## src/rtl/ascon_pkg.sv

```systemverilog
// Shared types, constants and elaboration-time helpers for the Ascon-AEAD
// encryption sequencer: FSM state encoding, default round counts, IV, and the
// block-count / padding derivations from (rate, AD length, PT length).
package ascon_pkg;

  localparam int unsigned K_BITS   = 128;
  localparam int unsigned R_BITS   = 64;
  localparam int unsigned A_ROUNDS = 12;
  localparam int unsigned B_ROUNDS = 6;
  localparam int unsigned BLK_W    = 8;

  // Ascon-128 IV: k=128, r=64, a=12, b=6
  localparam logic [63:0] ASCON_IV = 64'h8040_0c06_0000_0000;

  typedef enum logic [3:0] {
    S_IDLE,
    S_INIT_LOAD,
    S_INIT_PERM,
    S_INIT_KEY,
    S_AD_ABS,
    S_AD_PERM,
    S_DOMSEP,
    S_PT_ABS,
    S_PT_PERM,
    S_FIN_KEY,
    S_FIN_PERM,
    S_TAG
  } state_e;

  function automatic int unsigned clog2(input int unsigned v);
    int unsigned res;
    res = 0;
    for (int unsigned i = 0; i < 32; i++) begin
      if ((64'd1 << res) < 64'(v)) res = res + 1;
    end
    return res;
  endfunction

  // AD is skipped entirely when empty; otherwise the final block is padded
  function automatic int unsigned n_ad(input int unsigned r, input int unsigned l);
    return (l == 0) ? 0 : (l / r + 1);
  endfunction

  // PT always has at least one (possibly pure-padding) block
  function automatic int unsigned n_pt(input int unsigned r, input int unsigned y);
    return y / r + 1;
  endfunction

  function automatic int unsigned last_bits_of(input int unsigned r, input int unsigned len);
    return len % r;
  endfunction

endpackage

```

## src/rtl/ascon_blk_cnt.sv

```systemverilog
// Block counter shared by the AD and PT phases.
//   ld_i    : idx <= 0, block count <= n_blk_i
//   clr_i   : idx <= 0, block count <= 0 (has priority)
//   inc_i   : idx <= idx + 1
//   idx_o          : current block index (registered)
//   is_last_o      : idx_o is the final block of the loaded count (registered)
//   is_last_nxt_c  : is_last value that will hold after the coming edge
module ascon_blk_cnt
  import ascon_pkg::*;
#(
  parameter int unsigned CNT_W = BLK_W
) (
  input  logic             clk_i,
  input  logic             rst_ni,
  input  logic             clr_i,
  input  logic             ld_i,
  input  logic [CNT_W-1:0] n_blk_i,
  input  logic             inc_i,
  output logic [CNT_W-1:0] idx_o,
  output logic             is_last_o,
  output logic             is_last_nxt_c
);

  logic [CNT_W-1:0] idx_q, idx_d;
  logic [CNT_W-1:0] n_q, n_d;
  logic             last_q;

  // Next index / count; clear dominates load dominates increment
  always_comb begin
    idx_d = idx_q;
    n_d   = n_q;
    if (clr_i) begin
      idx_d = '0;
      n_d   = '0;
    end else if (ld_i) begin
      idx_d = '0;
      n_d   = n_blk_i;
    end else if (inc_i) begin
      idx_d = idx_q + CNT_W'(1);
    end
    // n_d==0 only while cleared, where the compare can never match idx_d==0
    is_last_nxt_c = (n_d != '0) && (idx_d == n_d - CNT_W'(1));
  end

  always_ff @(posedge clk_i or negedge rst_ni) begin
    if (!rst_ni) begin
      idx_q  <= '0;
      n_q    <= '0;
      last_q <= 1'b0;
    end else begin
      idx_q  <= idx_d;
      n_q    <= n_d;
      last_q <= is_last_nxt_c;
    end
  end

  assign idx_o     = idx_q;
  assign is_last_o = last_q;

endmodule

```

## src/rtl/ascon_aead_sequencer.sv

```systemverilog
// Ascon-AEAD encryption control FSM. Steps a shared permutation core and the
// state-update muxes through init, AD absorption, domain separation, PT
// absorption, finalization and tag release. All outputs are registered.
//   start_i / abort_i   : begin (IDLE only) / cancel back to IDLE
//   perm_done_i         : completion pulse from the permutation core
//   perm_start_o, perm_rounds_o : launch pulse and round count (a or b)
//   ld_init_o .. tag_valid_o    : one-cycle datapath operation pulses
//   last_blk_o, last_bits_o, blk_idx_o : block position / padding info
//   busy_o              : high outside IDLE
module ascon_aead_sequencer
  import ascon_pkg::*;
#(
  parameter  int unsigned R_BITS_P = R_BITS,
  parameter  int unsigned A_RND    = A_ROUNDS,
  parameter  int unsigned B_RND    = B_ROUNDS,
  parameter  int unsigned L_BITS   = 40,
  parameter  int unsigned Y_BITS   = 40,
  localparam int unsigned LB_W     = clog2(R_BITS_P) + 1
) (
  input  logic             clk_i,
  input  logic             rst_ni,
  input  logic             start_i,
  input  logic             abort_i,
  input  logic             perm_done_i,
  output logic             perm_start_o,
  output logic [3:0]       perm_rounds_o,
  output logic             ld_init_o,
  output logic             xor_key_init_o,
  output logic             absorb_ad_o,
  output logic             dom_sep_o,
  output logic             absorb_pt_o,
  output logic             xor_key_fin_o,
  output logic             last_blk_o,
  output logic [LB_W-1:0]  last_bits_o,
  output logic [BLK_W-1:0] blk_idx_o,
  output logic             busy_o,
  output logic             tag_valid_o
);

  localparam logic [BLK_W-1:0] N_AD_C  = BLK_W'(n_ad(R_BITS_P, L_BITS));
  localparam logic [BLK_W-1:0] N_PT_C  = BLK_W'(n_pt(R_BITS_P, Y_BITS));
  localparam logic [LB_W-1:0]  LB_AD_C = LB_W'(last_bits_of(R_BITS_P, L_BITS));
  localparam logic [LB_W-1:0]  LB_PT_C = LB_W'(last_bits_of(R_BITS_P, Y_BITS));

  state_e           state_q, state_d;
  logic             perm_start_q, perm_start_d;
  logic [3:0]       perm_rounds_q, perm_rounds_d;
  logic             ld_init_q, xor_key_init_q, absorb_ad_q, dom_sep_q;
  logic             absorb_pt_q, xor_key_fin_q, tag_valid_q, busy_q;
  logic             last_blk_q, last_blk_d;
  logic [LB_W-1:0]  last_bits_q, last_bits_d;

  logic             cnt_clr, cnt_ld, cnt_inc;
  logic [BLK_W-1:0] cnt_n;
  logic             cnt_last, cnt_last_nxt;
  logic             done_ok;
  logic             is_perm_d;

  ascon_blk_cnt #(.CNT_W(BLK_W)) u_blk_cnt (
    .clk_i         (clk_i),
    .rst_ni        (rst_ni),
    .clr_i         (cnt_clr),
    .ld_i          (cnt_ld),
    .n_blk_i       (cnt_n),
    .inc_i         (cnt_inc),
    .idx_o         (blk_idx_o),
    .is_last_o     (cnt_last),
    .is_last_nxt_c (cnt_last_nxt)
  );

  // A completion pulse coinciding with the launch cycle is stale
  assign done_ok = perm_done_i && !perm_start_q;

  // Next state, counter controls and next registered outputs
  always_comb begin
    state_d = state_q;
    cnt_clr = 1'b0;
    cnt_ld  = 1'b0;
    cnt_inc = 1'b0;
    cnt_n   = '0;

    unique case (state_q)
      S_IDLE:      if (start_i) state_d = S_INIT_LOAD;
      S_INIT_LOAD: state_d = S_INIT_PERM;
      S_INIT_PERM: if (done_ok) state_d = S_INIT_KEY;
      S_INIT_KEY: begin
        if (N_AD_C != '0) begin
          state_d = S_AD_ABS;
          cnt_ld  = 1'b1;
          cnt_n   = N_AD_C;
        end else begin
          state_d = S_DOMSEP;
        end
      end
      S_AD_ABS:    state_d = S_AD_PERM;
      S_AD_PERM: begin
        if (done_ok) begin
          if (cnt_last) begin
            state_d = S_DOMSEP;
            cnt_clr = 1'b1;
          end else begin
            state_d = S_AD_ABS;
            cnt_inc = 1'b1;
          end
        end
      end
      S_DOMSEP: begin
        state_d = S_PT_ABS;
        cnt_ld  = 1'b1;
        cnt_n   = N_PT_C;
      end
      // The final PT block goes straight to finalization, no b-round permutation
      S_PT_ABS: begin
        if (cnt_last) begin
          state_d = S_FIN_KEY;
          cnt_clr = 1'b1;
        end else begin
          state_d = S_PT_PERM;
        end
      end
      S_PT_PERM: begin
        if (done_ok) begin
          state_d = S_PT_ABS;
          cnt_inc = 1'b1;
        end
      end
      S_FIN_KEY:   state_d = S_FIN_PERM;
      S_FIN_PERM:  if (done_ok) state_d = S_TAG;
      S_TAG:       state_d = S_IDLE;
      default:     state_d = S_IDLE;
    endcase

    if (abort_i) begin
      state_d = S_IDLE;
      cnt_clr = 1'b1;
      cnt_ld  = 1'b0;
      cnt_inc = 1'b0;
    end

    is_perm_d = (state_d == S_INIT_PERM) || (state_d == S_AD_PERM) ||
                (state_d == S_PT_PERM)   || (state_d == S_FIN_PERM);
    // Launch only on entry; every PERM state is entered from a different state
    perm_start_d = is_perm_d && (state_d != state_q);

    perm_rounds_d = 4'd0;
    if ((state_d == S_INIT_PERM) || (state_d == S_FIN_PERM)) perm_rounds_d = 4'(A_RND);
    if ((state_d == S_AD_PERM) || (state_d == S_PT_PERM))    perm_rounds_d = 4'(B_RND);

    last_blk_d  = ((state_d == S_AD_ABS) || (state_d == S_PT_ABS)) && cnt_last_nxt;
    last_bits_d = '0;
    if (last_blk_d) last_bits_d = (state_d == S_AD_ABS) ? LB_AD_C : LB_PT_C;
  end

  always_ff @(posedge clk_i or negedge rst_ni) begin
    if (!rst_ni) begin
      state_q        <= S_IDLE;
      perm_start_q   <= 1'b0;
      perm_rounds_q  <= 4'd0;
      ld_init_q      <= 1'b0;
      xor_key_init_q <= 1'b0;
      absorb_ad_q    <= 1'b0;
      dom_sep_q      <= 1'b0;
      absorb_pt_q    <= 1'b0;
      xor_key_fin_q  <= 1'b0;
      tag_valid_q    <= 1'b0;
      busy_q         <= 1'b0;
      last_blk_q     <= 1'b0;
      last_bits_q    <= '0;
    end else begin
      state_q        <= state_d;
      perm_start_q   <= perm_start_d;
      perm_rounds_q  <= perm_rounds_d;
      ld_init_q      <= (state_d == S_INIT_LOAD);
      xor_key_init_q <= (state_d == S_INIT_KEY);
      absorb_ad_q    <= (state_d == S_AD_ABS);
      dom_sep_q      <= (state_d == S_DOMSEP);
      absorb_pt_q    <= (state_d == S_PT_ABS);
      xor_key_fin_q  <= (state_d == S_FIN_KEY);
      tag_valid_q    <= (state_d == S_TAG);
      busy_q         <= (state_d != S_IDLE);
      last_blk_q     <= last_blk_d;
      last_bits_q    <= last_bits_d;
    end
  end

  assign perm_start_o   = perm_start_q;
  assign perm_rounds_o  = perm_rounds_q;
  assign ld_init_o      = ld_init_q;
  assign xor_key_init_o = xor_key_init_q;
  assign absorb_ad_o    = absorb_ad_q;
  assign dom_sep_o      = dom_sep_q;
  assign absorb_pt_o    = absorb_pt_q;
  assign xor_key_fin_o  = xor_key_fin_q;
  assign tag_valid_o    = tag_valid_q;
  assign busy_o         = busy_q;
  assign last_blk_o     = last_blk_q;
  assign last_bits_o    = last_bits_q;

endmodule
```

## config.mk

```make
export PLATFORM = sky130hd
export DESIGN_NAME = ascon_aead_sequencer
export DESIGN_NICKNAME = d
export VERILOG_FILES = /design/src/rtl/ascon_pkg.sv /design/src/rtl/ascon_blk_cnt.sv /design/src/rtl/ascon_aead_sequencer.sv
export SDC_FILE = /design/constraint.sdc
export NUM_CORES = 1
export LEC_CHECK = 0
export CAP_MARGIN = 40
export CORE_MARGIN = 8
export CORE_UTILIZATION = 26
export DETAILED_ROUTE_END_ITERATION = 12
export MAX_ROUTING_LAYER = met4
export PLACE_DENSITY_LB_ADDON = 0.25
export SETUP_SLACK_MARGIN = 0.05
export SYNTH_ARGS = -nofsm -noshare
export SYNTH_HDL_FRONTEND = slang
export SYNTH_SLANG_ARGS = --single-unit
```

## constraint.sdc

```tcl
create_clock -name clk_i -period 3.8 [get_ports clk_i]
set_input_delay 0.76 -clock clk_i [delete_from_list [all_inputs] [get_ports clk_i]]
set_output_delay 0.76 -clock clk_i [all_outputs]
set_load 0.01 [all_outputs]
```

==> metrics.txt <==
status complete, no violations; Post-synth top flop dfrtp_1; area grow syn2layout 20.2%; clk_lat worst skew 0.28 ns; vias in the first global route 1,724; Syn Std Cell Area 0.00213 sq mm; core footprint 0.00809 sq mm; Setup TNS 0 ns; final-report setup violation count 0; fin. max-slew vios 0; cell count after synthesis 225; Max-slew headroom 65.6%; FF-to-FF setup slack 0.97 ns; critical path capture point u_blk_cnt.is_last_o; Worst Skew 0.00685 ns; # DRC 0; std cell rows 33; compound-gate portion of the synthesized area 17.9%; adder-cell share of the synthesized area 1.17%; GRT Util Overall 9.79%; largest family of logic cells by synthesized area simple AND/OR/NAND/NOR gates; setup slack at placement 0.312 ns; synth warn 0; Die Wd 107 um; Final ANT Viol Nets 0; Clock Tree Root clkbuf_8; Worst Setup Path Type in2reg; Initial Util 26.4%; Post-Place Cells 353; RSZ-0062 raised after global routing false; wire per inst 14.7 um; Post-synth EDFFs 0; Fin. Hold Viols 0; CP endpoint kind flip-flop; Synth top area share 39.9%; first-pass GRT wire length 8810 um; critical path data arrival time 3.34 ns; Max Clock Freq 313 MHz; fin crit share 84.1%; cts repair resizes 0; routed vias/inst 4.92; CTS tree yes; Leakage 1.13 nW; gpl congestion 0.811; crit path from abort_i; height of the die 107 um; max cap viols 0; met3 wire length 307 um; list of most frequent post-synthesis cells 34 x dfrtp_1, 20 x nor2_1, 13 x and2_1, 13 x nand2_1; power density over cell area 519 mW/mm^2; total chip power 1.33 mW; Final HPWL DP 4060 um; Tmin final 3.19 ns; Hold Path Class reg2reg; Highest Signal Layer met4; WL met1 2450 um; Inserted Clock Buffers 5; DRT iter0 DRCs 82; PortBufs 27; Post-Route WL 5300 um; #FFs+latches synth 34; RR Endpoint u_blk_cnt.is_last_o; Synth area leader dfrtp_1; antenna cell count 0; layout cells sized above 1 7.84%; Num Clock Sinks 34; top cells by area, synth dfrtp_1 40%, xnor2_1 4.1%, and2_1 3.8%, nor2_1 3.5%, a21oi_1 2.8%; Die ar. 0.0114 sq mm; routed wl met2 2500 um; Layout Utilization 31.7%; post-synthesis mux area share 0.469%; Post-CTS Setup Bufs 0; CTS H-tree depth 2; Clock transition at path regs 0.07 ns; top-count cell post-synth dfrtp_1; Cell Count, Final, Fillers Out 360; CP max FO 7; grt total ovfl 0; Post-CTS Hold Buffers 0; Seq/Total Area, Yosys 39.9%; required time of the critical path 3.95 ns; syn avg cell area 9.48 sq um; Netlist cell types 60; Post-Synth Simple-Gate Area 25.3%; R2R Path Start state_q[3]; Clock Tree Buf Depth 2; slack of the critical path 0.606 ns; critical path startpoint category primary input; largest net degree at the start of global routing 35; worst reg2reg path depth 11; DRT Pass-1 Iters 4; peak supply drop 0.000221 V; Vias 1,772; nets 262; I/O Pins 34; Least-Margin Pin Slew 0.514 ns; Async SR Flop Fraction 100%; XOR/XNOR Fraction of Synth Area 7.62%; initial antenna violation count 0
==> cell families after synthesis <==
logic type      Yosys count
compound gates           53
simple gates             89
other cells               1
flops                    34
buf+inv                  28
xor+xnor                 17
mux                       1
fa+ha+maj                 2
==> cell type report <==
cell class,count,area (sq um)
clock buffer,7,76.3
fill,871,5530
inverter,13,48.8
multi-input combinational,168,1140
sequential,34,851
tap,105,131
timing repair buffer,33,315
==> through the flow <==
stage	cell area (sq um)	hold slack [ns]
after floorplan	2150	0.464
after global placement	2490	0.520
after detailed placement	2490	0.527
after CTS	2560	0.550
after global routing	2560	0.592
final	2560	0.554
==> critical path: stages <==
cell             delay [ns]
clkdlybuf4s50_1        0.54
nor3b_1                0.39
a21oi_1                0.13
nor3_2                 0.17
inv_1                  0.08
ha_1                   0.27
nand2_1                0.09
a21oi_1                0.04
o21ai_0                0.17
or4b_1                 0.45
o2111ai_1              0.15
nor3_1                 0.10
==> state kept, by name, summed over array words and instances (netlist names), 3 cells and up <==
name             flops
u_blk_cnt.idx_o      8
u_blk_cnt.n_q        8
state_q              4
perm_rounds_o        3
==> power breakdown <==
part | switching (mW) | leakage (nW) | internal [mW] | total, mW
Clock | 0.124 | 0.0383 | 0.126 | 0.250
Sequential | 0.0887 | 0.468 | 0.417 | 0.506
Combinational | 0.332 | 0.620 | 0.243 | 0.575
Total | 0.545 | 1.13 | 0.786 | 1.33
==> routing by layer <==
layer / GRT usage (%) / vias to the layer above
li1: - / 854
met1: 11.8 / 863
met2: 15.9 / 48
met3: 2.94 / 7
met4: 1.71 / 0
met5: - / -
==> layout by cell type, fill, tap and decap left out, drive strengths merged, types with 2 or more instances in the layout <==
cell type      synthesis  routed
nand4                  3       3
clkdlybuf4s50          0      27
or4                    3       3
o311ai                 2       2
o31ai                  2       2
buf                   12       6
and3                   5       5
a2111oi                2       2
xor2                   6       6
nor3                   7       7
xnor2                 10      10
a21o                   2       2
nor3b                  4       4
or3                    3       3
o2111ai                3       3
ha                     2       2
o21ai                  9       9
a211o                  3       3
o211ai                 4       4
and2                  13      13
a211oi                 3       3
dfrtp                 34      34
nand2                 13      13
clkbuf                 3       7
a21oi                 12      12
o21a                   4       4
nand2b                 5       5
nor2                  20      20
inv                   12      12
nor4                   3       3
conb                   1       6
==> how the worst min path moves through the flow <==
| stage | startpoint | cells after the start | end |
|---|---|---|---|
| floorplan | rst_ni | 0 | absorb_ad_o |
| CTS | u_blk_cnt.n_q[1] | 2 | u_blk_cnt.n_q[1] |
| finish | u_blk_cnt.n_q[1] | 2 | u_blk_cnt.n_q[1] |
| global route | u_blk_cnt.n_q[7] | 1 | u_blk_cnt.n_q[7] |
| global placement | u_blk_cnt.n_q[6] | 1 | u_blk_cnt.n_q[6] |
| detailed placement | u_blk_cnt.n_q[1] | 2 | u_blk_cnt.n_q[1] |
No activity file was read; power rests on OpenSTA's default activity.
